[src/rtl/ctrl_seq_pkg.sv]
// Shared types and constants for the control sequencer: FSM state encoding,
// legal control codes, the reset code and the code legality check.
package ctrl_seq_pkg;

  typedef enum logic [1:0] {
    ST_IDLE   = 2'd0,
    ST_APPLY  = 2'd1,
    ST_SETTLE = 2'd2,
    ST_RESP   = 2'd3
  } state_t;

  localparam logic [3:0] CODE_ENABLE  = 4'b0001;
  localparam logic [3:0] CODE_DISABLE = 4'b0010;
  localparam logic [3:0] CODE_LOCK    = 4'b0011;
  localparam logic [3:0] CODE_RESET   = CODE_DISABLE;

  function automatic logic code_is_valid(input logic [3:0] code);
    return (code == CODE_ENABLE) || (code == CODE_DISABLE) || (code == CODE_LOCK);
  endfunction

endpackage

[src/rtl/ctrl_code_decode.sv]
// Pure combinational decode of the registered control code into the
// enable_all / lock_on strobes; any other code decodes to false/false.
module ctrl_code_decode
  import ctrl_seq_pkg::*;
(
  input  logic [3:0] i_code,
  output logic       o_enable_all,
  output logic       o_lock_on
);

  // Code to strobe decode
  always_comb begin
    o_enable_all = 1'b0;
    o_lock_on    = 1'b0;
    case (i_code)
      CODE_ENABLE: o_enable_all = 1'b1;
      CODE_LOCK:   o_lock_on    = 1'b1;
      default: begin
        o_enable_all = 1'b0;
        o_lock_on    = 1'b0;
      end
    endcase
  end

endmodule

[src/rtl/control_sequencer.sv]
// Command-driven control code sequencer with settle delay and sticky lock.
// Optional rejected-command counter enabled by macro CTRL_SEQ_ERR_CNT_EN.
module control_sequencer
  import ctrl_seq_pkg::*;
#(
  parameter int unsigned SETTLE_CYCLES = 4
) (
  input  logic       clk,
  input  logic       rst,
  input  logic       cmd_valid,
  input  logic [3:0] cmd_code,
  output logic       cmd_ready,
  output logic       resp_valid,
  output logic       resp_err,
  input  logic       resp_ready,
  output logic [3:0] control_signal,
  output logic       enable_all,
  output logic       lock_on,
  output logic       busy,
  output logic [7:0] err_count
);

  localparam logic [3:0] SETTLE_LOAD = 4'(SETTLE_CYCLES);

  state_t     r_state;
  state_t     w_next_state;
  logic [3:0] r_code;
  logic [3:0] r_ctrl;
  logic [3:0] r_settle_cnt;
  logic       r_resp_err;
  logic       w_accept;
  logic       w_reject;
  logic       w_noop;
  logic       w_enable_all;
  logic       w_lock_on;

  ctrl_code_decode u_decode (
    .i_code       (r_ctrl),
    .o_enable_all (w_enable_all),
    .o_lock_on    (w_lock_on)
  );

  assign w_accept = cmd_valid && (r_state == ST_IDLE);
  // APPLY is the single evaluation cycle for every accepted command; the lock
  // is sampled from the live control code, which cannot change before APPLY.
  assign w_reject = !code_is_valid(r_code) || w_lock_on;
  assign w_noop   = (r_code == r_ctrl);

  // State register
  always_ff @(posedge clk or posedge rst) begin
    if (rst) begin
      r_state <= ST_IDLE;
    end else begin
      r_state <= w_next_state;
    end
  end

  // Next-state logic
  always_comb begin
    w_next_state = r_state;
    case (r_state)
      ST_IDLE: begin
        if (cmd_valid) w_next_state = ST_APPLY;
        else           w_next_state = ST_IDLE;
      end
      ST_APPLY: begin
        if (w_reject || w_noop) w_next_state = ST_RESP;
        else                    w_next_state = ST_SETTLE;
      end
      ST_SETTLE: begin
        if (r_settle_cnt <= 4'd1) w_next_state = ST_RESP;
        else                      w_next_state = ST_SETTLE;
      end
      ST_RESP: begin
        if (resp_ready) w_next_state = ST_IDLE;
        else            w_next_state = ST_RESP;
      end
      default: w_next_state = ST_IDLE;
    endcase
  end

  // Command capture, control code, settle counter and response status
  always_ff @(posedge clk or posedge rst) begin
    if (rst) begin
      r_code       <= 4'd0;
      r_ctrl       <= CODE_RESET;
      r_settle_cnt <= 4'd0;
      r_resp_err   <= 1'b0;
    end else begin
      case (r_state)
        ST_IDLE: begin
          if (w_accept) r_code <= cmd_code;
          r_resp_err <= 1'b0;
        end
        ST_APPLY: begin
          r_resp_err <= w_reject;
          if (!w_reject && !w_noop) begin
            r_ctrl       <= r_code;
            r_settle_cnt <= SETTLE_LOAD;
          end
        end
        ST_SETTLE: begin
          if (r_settle_cnt != 4'd0) r_settle_cnt <= r_settle_cnt - 4'd1;
        end
        ST_RESP: begin
          if (resp_ready) r_resp_err <= 1'b0;
        end
        default: begin
          r_settle_cnt <= 4'd0;
          r_resp_err   <= 1'b0;
        end
      endcase
    end
  end

`ifdef CTRL_SEQ_ERR_CNT_EN
  logic [7:0] r_err_count;

  // Saturating count of rejected commands
  always_ff @(posedge clk or posedge rst) begin
    if (rst) begin
      r_err_count <= 8'd0;
    end else if ((r_state == ST_APPLY) && w_reject && (r_err_count != 8'hFF)) begin
      r_err_count <= r_err_count + 8'd1;
    end else begin
      r_err_count <= r_err_count;
    end
  end

  assign err_count = r_err_count;
`else
  assign err_count = 8'd0;
`endif

  assign cmd_ready      = (r_state == ST_IDLE);
  assign busy           = (r_state != ST_IDLE);
  assign resp_valid     = (r_state == ST_RESP);
  assign resp_err       = r_resp_err;
  assign control_signal = r_ctrl;
  assign enable_all     = w_enable_all;
  assign lock_on        = w_lock_on;

endmodule

[config.mk]
export PLATFORM = sky130hd
export DESIGN_NAME = control_sequencer
export DESIGN_NICKNAME = d
export VERILOG_FILES = /design/src/rtl/ctrl_seq_pkg.sv /design/src/rtl/ctrl_code_decode.sv /design/src/rtl/control_sequencer.sv
export SDC_FILE = /design/constraint.sdc
export NUM_CORES = 1
export LEC_CHECK = 0
export CAP_MARGIN = 15
export CORE_MARGIN = 2
export CORE_UTILIZATION = 45
export CTS_CLUSTER_DIAMETER = 100
export DETAILED_ROUTE_END_ITERATION = 6
export HOLD_SLACK_MARGIN = 0.05
export PLACE_DENSITY_LB_ADDON = 0.25
export RECOVER_POWER = 25
export SYNTH_ARGS = -nofsm -noshare
export SYNTH_HDL_FRONTEND = slang
export SYNTH_SLANG_ARGS = --single-unit
[constraint.sdc]
create_clock -name clk -period 1.6 [get_ports clk]
set_input_delay 0.32 -clock clk [delete_from_list [all_inputs] [get_ports clk]]
set_output_delay 0.32 -clock clk [all_outputs]
set_load 0.02 [all_outputs]
# Yosys cells after proc, flatten, opt, wreduce, memory -nomap -nowiden
# Index checks and enable logic that the tools add are counted.
[word_totals]
reg_bits = 15
latchBits = 0
ramBits = 0
rom_bits = 0
in_bits = 8
elab_cells = 49
memories = 0
[op_classes]
addsub = 1
n_mul = 0
div = 0
order_cmp = 1
n_eq_ne = 12
shifts = 0
muxes = 12
bitwise_logic = 0
reduce_logical = 18
[ops]
columns = ["cell", "count"]
rows = [
  ["4-bit by 2-bit == test with 1-bit output (second input constant)", 3],
  ["4-bit by 1-bit == test with 1-bit output (second input constant)", 2],
  ["4-bit two-way mux", 2],
  ["2-bit one-hot mux with 4 select lines", 1],
  ["4-bit one-hot mux with 2 select lines", 1],
  ["1-bit two-way mux", 6],
  ["2-bit AND reduction", 3],
  ["2-bit == test (second input constant)", 2],
  ["4-bit == test", 1],
  ["4-bit by 1-bit less-or-equal comparator with 1-bit output (second input constant)", 1],
  ["1-bit logical OR", 4],
  ["2-bit inequality test (second input constant)", 2],
  ["2-bit nonzero test", 2],
  ["4-bit nonzero test", 1],
  ["4-bit by 1-bit subtractor with 4-bit output (second input constant)", 1],
  ["1-bit logical NOT", 3],
  ["1-bit one-hot mux with 3 select lines", 1],
  ["3-bit AND reduction", 1],
  ["3-bit nonzero test", 1],
  ["2-bit by 1-bit == test with 1-bit output (second input constant)", 1],
  ["1-bit logical AND", 2],
  ["2-bit logical NOT", 1],
  ["2-bit two-way mux", 1],
  ["2-bit by 1-bit inequality test with 1-bit output (second input constant)", 1],
]

# Logic depth before layout (Yosys ltp)
[depth]
ltp_word = 9
depth_mapped = 6
depth_no_buf = 6

# Cells and area by module
# Synthesis repeated with hierarchy kept, for this count alone.
[hier_totals]
hier_cells = 78
hier_area_um2 = 860.8
[by_module_without_submodules]
columns = ["module", "instances", "cells_per_inst", "area_each_um2", "seq_area_each_um2"]
rows = [
  ["control_sequencer", 1, 76, 833.3, 376.6],
  ["ctrl_code_decode", 1, 2, 27.5, 0.0],
]

# Worst setup path after synthesis
# Ideal clock, no wire load.
[synth_timing]
kind = "register -> register"
from = "register r_ctrl[1], in the netlist control_signal[1]"
to = "register r_ctrl[0], in the netlist control_signal[0]"
arrival_ps = 1569
slack_ps = -94
path_stages_with_launch = 5
n_path_buf = 0
cell_sequence = "dfstp_2 and4bb_1 and4bb_4 nand2_4 mux2_4"
[synth_via]
elab_chain_cells = 6
word_cells_on_any_way = 8
classes_between = "2 x eq/ne; 1 x mux; 5 x reduce/logical"
[synth_rtl]
columns = ["item", "line_no", "text"]
rows = [
  ["start: declaration", "control_sequencer.sv:28", "logic [3:0] r_ctrl;"],
  ["start signal: assignment", "control_sequencer.sv:98", "r_ctrl <= r_code;"],
  ["4-bit by 2-bit == test with 1-bit output", "ctrl_code_decode.sv:15", "case (i_code)"],
  ["1-bit two-way mux", "ctrl_code_decode.sv:15", ""],
  ["via lock_on", "control_sequencer.sv:18", "output logic lock_on,"],
  ["1-bit logical OR", "control_sequencer.sv:46", "assign w_reject = !code_is_valid(r_code) || w_lock_on;"],
  ["1-bit logical NOT", "control_sequencer.sv:97", "if (!w_reject && !w_noop) begin"],
  ["1-bit logical AND", "control_sequencer.sv:97", ""],
  ["2-bit AND reduction (no line)", "n/a", ""],
]
# The timed path passes the listed nets, and every way through them passes these cells.
# A chain may end at the register's enable or synchronous reset.

# Worst setup path in the final report
[layout_timing]
from = "register r_ctrl[1], in the netlist control_signal[1]"
to = "register r_ctrl[0], in the netlist control_signal[0]"
[layout_via]
elab_chain_cells = 6
word_cells_on_any_way = 8
classes_between = "2 x eq/ne; 1 x mux; 5 x reduce/logical"
[layout_rtl]
columns = ["item", "line_no"]
rows = [
  ["4-bit by 2-bit == test with 1-bit output", "ctrl_code_decode.sv:15"],
  ["1-bit two-way mux", "ctrl_code_decode.sv:15"],
  ["1-bit logical OR", "control_sequencer.sv:46"],
  ["1-bit logical NOT", "control_sequencer.sv:97"],
  ["1-bit logical AND *", "control_sequencer.sv:97"],
  ["2-bit AND reduction (no line) *", "n/a"],
]
# Every way passes the cells marked *; elsewhere a longest branch is shown, timed or not.

==> impl_metrics.env <==
export IMPL_fillers=147
export IMPL_crit_slowest_cell="dfstp_2"
export IMPL_met3_usage_pct=3.40
export IMPL_antenna_cells=0
export IMPL_yosysSeqAreaShare_pct=43.4
export IMPL_ys_warn_count=0
export IMPL_grt_pass1_wl_um=2590
export IMPL_cp_required_ns=1.78
export IMPL_hold_slack_ns=0.533
export IMPL_die_x_um=47.9
export IMPL_dieArea_mm2=0.00230
export IMPL_via_per_inst=4.88
export IMPL_cp_num_buf_inv=1
export IMPL_antenna_left=0
export IMPL_max_freq_ghz=0.628
export IMPL_num_vias=683
export IMPL_clk_pin_slew_ns=0.09
export IMPL_synth_edf_count=0
export IMPL_wl_per_cell_um=11.3
export IMPL_initialDrtViolationCount=15
export IMPL_syn_area_um2=868
export IMPL_yosys_register_bits=15
export IMPL_rsz0062_at_grt="yes"
export IMPL_synth_most_common_cell="dfrtp_1"
export IMPL_endpoint="control_signal[0]$_DFFE_PP0P_"
export IMPL_finalCritPeriodShare_pct=99.6
export IMPL_outcome="completed"
export IMPL_period_needed_ns=1.59
export IMPL_worst_pin_slew_ns=0.805
export IMPL_grt_most_used_layer="met2"
export IMPL_synthTopCellsByCount="dfrtp_1, buf_4, nand2_1, nor2_1"
export IMPL_clock_path_buffers=2
export IMPL_gr_total_overflow=0
export IMPL_reg2reg_depth=5
export IMPL_place_ws_ns=-0.103
export IMPL_globalRouteTotalUtil_pct=16.3
export IMPL_synth_cell_types=34
export IMPL_start_util_pct=49.2
export IMPL_arrival_ns=1.77
export IMPL_path_depth=5
export IMPL_crit_chain="and4bb_2 -> buf_4 -> and4bb_4 -> nand2_4 -> mux2_4"
export IMPL_syn_area_per_cell_um2=10.6
export IMPL_p_per_area_mw_per_mm2=1800
export IMPL_reg2reg_to="control_signal[0]$_DFFE_PP0P_"
export IMPL_io_pins=26
export IMPL_finalPower_mw=2.10
export IMPL_relSlewSlack_pct=46.3
export IMPL_synthArstFlopShare_pct=100
export IMPL_critical_path_top_delay_family="flip-flops"
export IMPL_globalRouteMet2Util_pct=26.7
export IMPL_cts_tree="yes"
export IMPL_hold_viol_final=0
export IMPL_grt_pass1_vias=627
export IMPL_dr_pass1_iters=4
export IMPL_setup_viol=0
export IMPL_startpoint="control_signal[1]$_DFFE_PP1P_"
export IMPL_use_met1_pct=20.8
export IMPL_cts_made_buffers=3
export IMPL_area_delta_synth_final_pct=34.6
export IMPL_port_buffers=17
export IMPL_cts_hold_buf=0
export IMPL_leakagePower_nw=0.574
export IMPL_grt_max_degree=16
export IMPL_min_path_type="flop to flop"
export IMPL_critical_path_class="flop to flop"
export IMPL_synth_top_flop_cell="dfrtp_1"
export IMPL_synth_top_cell_by_area="dfrtp_1"
export IMPL_register_area_um2=377
export IMPL_final_area_mm2=0.00117
export IMPL_r2r_start="control_signal[1]$_DFFE_PP1P_"
export IMPL_drive_gt1_share_pct=28.7
export IMPL_wl_um=1590
export IMPL_synth_top_area_share_pct=40.3
export IMPL_setup_ws_ns=0.00644
export IMPL_rows=15
export IMPL_clk_latency_ns=0.28
export IMPL_cts_sinks=15
export IMPL_netlist_instances=82
export IMPL_drv_slew=0
export IMPL_drc_errors=0
export IMPL_endpoint_kind="flop"
export IMPL_worst_r2r_setup_slack_ns=0.006
export IMPL_worst_ir_drop_vdd_mv=1.03
export IMPL_max_cap_violations=0
export IMPL_place_area_mm2=0.00111
export IMPL_multiInputGateArea_um2=459
export IMPL_path_max_fanout=4
export IMPL_start_kind="flop"
export IMPL_clockRootBuffer="clkbuf_4"
export IMPL_place_congestion=0.727
export IMPL_synthTopCellsByArea="dfrtp_1, buf_4, mux2_2"
export IMPL_hpwl_um=1230
export IMPL_htreeDepth=1
export IMPL_die_y_um=47.9
export IMPL_finalClockSkew_ns=0.00324
export IMPL_slowest_delay_ns=0.55
export IMPL_antenna_found_initial=0
export IMPL_core_area_mm2=0.00176
export IMPL_layout_nets=127
==> repair_timing <==
action / in CTS / in global routing
endpoints found under the setup margin: 11 / 13
buffers inserted: 1 / 2
pin swaps: 0 / 6
resized for setup: 17 / 8
==> cells in the final DEF (no fill, tap or decap), drive strengths merged, types with 2 or more instances in the layout <==
cell type,n
mux2,6
buf,14
nor2,5
dfrtp,14
inv,4
ha,3
xnor2,4
dlygate4sd2,7
and4bb,2
nor3,2
clkdlybuf4s50,6
nand2,6
and2,5
nand2b,2
nor2b,2
o22ai,2
clkbuf,5
a21oi,2
o21ai,3
conb,8
==> power by group <==
group / internal, mW / switching, mW
clock network: 0.0969 / 0.123
registers: 0.550 / 0.174
logic: 0.621 / 0.537
total: 1.27 / 0.834
==> flip-flops by register name, indices dropped and copies added (netlist names) <==
register and flops:
r_state 2, r_settle_cnt 4, resp_err 1, control_signal 4
r_code 4
==> layout make-up <==
cell class              count  share of cell area (%)
clock buffers               4                    2.25
multi-input cells          62                    39.3
inverters                   4                    1.28
flip-flops and latches     15                    32.2
well taps                  25                    2.68
repair buffers             30                    22.3
==> how the worst min path moves through the flow <==
stage                                startpoint                       endpoint  slack [ns]  cells past startpoint
finish              r_settle_cnt[3]$_DFFE_PP0P_    r_settle_cnt[3]$_DFFE_PP0P_        0.53                      1
global route        r_settle_cnt[3]$_DFFE_PP0P_    r_settle_cnt[3]$_DFFE_PP0P_        0.56                      1
CTS                                         rst  control_signal[2]$_DFFE_PP0P_        0.32                      3
detailed placement  r_settle_cnt[3]$_DFFE_PP0P_    r_settle_cnt[3]$_DFFE_PP0P_        0.51                      1
global placement    r_settle_cnt[3]$_DFFE_PP0P_    r_settle_cnt[3]$_DFFE_PP0P_        0.52                      1
floorplan                                   rst  control_signal[0]$_DFFE_PP0P_        0.22                      1
==> kinds of logic (layout without fill, tap and decap cells) <==
family / count (synthesis) / after routing / share of synthesized area, %
AO/OA/AOI/OAI: 12 / 12 / 9.08
XOR/XNOR: 4 / 4 / 4.03
other: 1 / 8 / 0.432
AND/OR/NAND/NOR: 29 / 29 / 21.5
buffers and inverters: 12 / 38 / 8.65
adder cells (fa/ha/maj): 3 / 3 / 4.32
multiplexers: 6 / 6 / 8.65
flip-flops: 15 / 15 / 43.4
==> stage by stage <==
stage          std cells  TNS (ns)  util (%)
4_1_cts              138         0      64.2
5_1_grt              140    -0.301      66.2
3_3_place_gp         133    -0.117      63.0
3_5_place_dp         133    -0.146      63.0
6_report             140         0      66.2
2_1_floorplan         89   -0.0682         -
==> worst reg2reg max path, cell delays in order (launching register included) <==
cell,delay [ns]
dfstp_2,0.55
and4bb_2,0.25
buf_4,0.11
and4bb_4,0.20
nand2_4,0.08
mux2_4,0.30
==> layer usage <==
metal	vias up	share of wire, %
met2	20	49
li1	333	-
met5	-	0
met1	328	46
met3	2	4.3
met4	0	0.94
No activity file was read; power rests on OpenSTA's default activity.
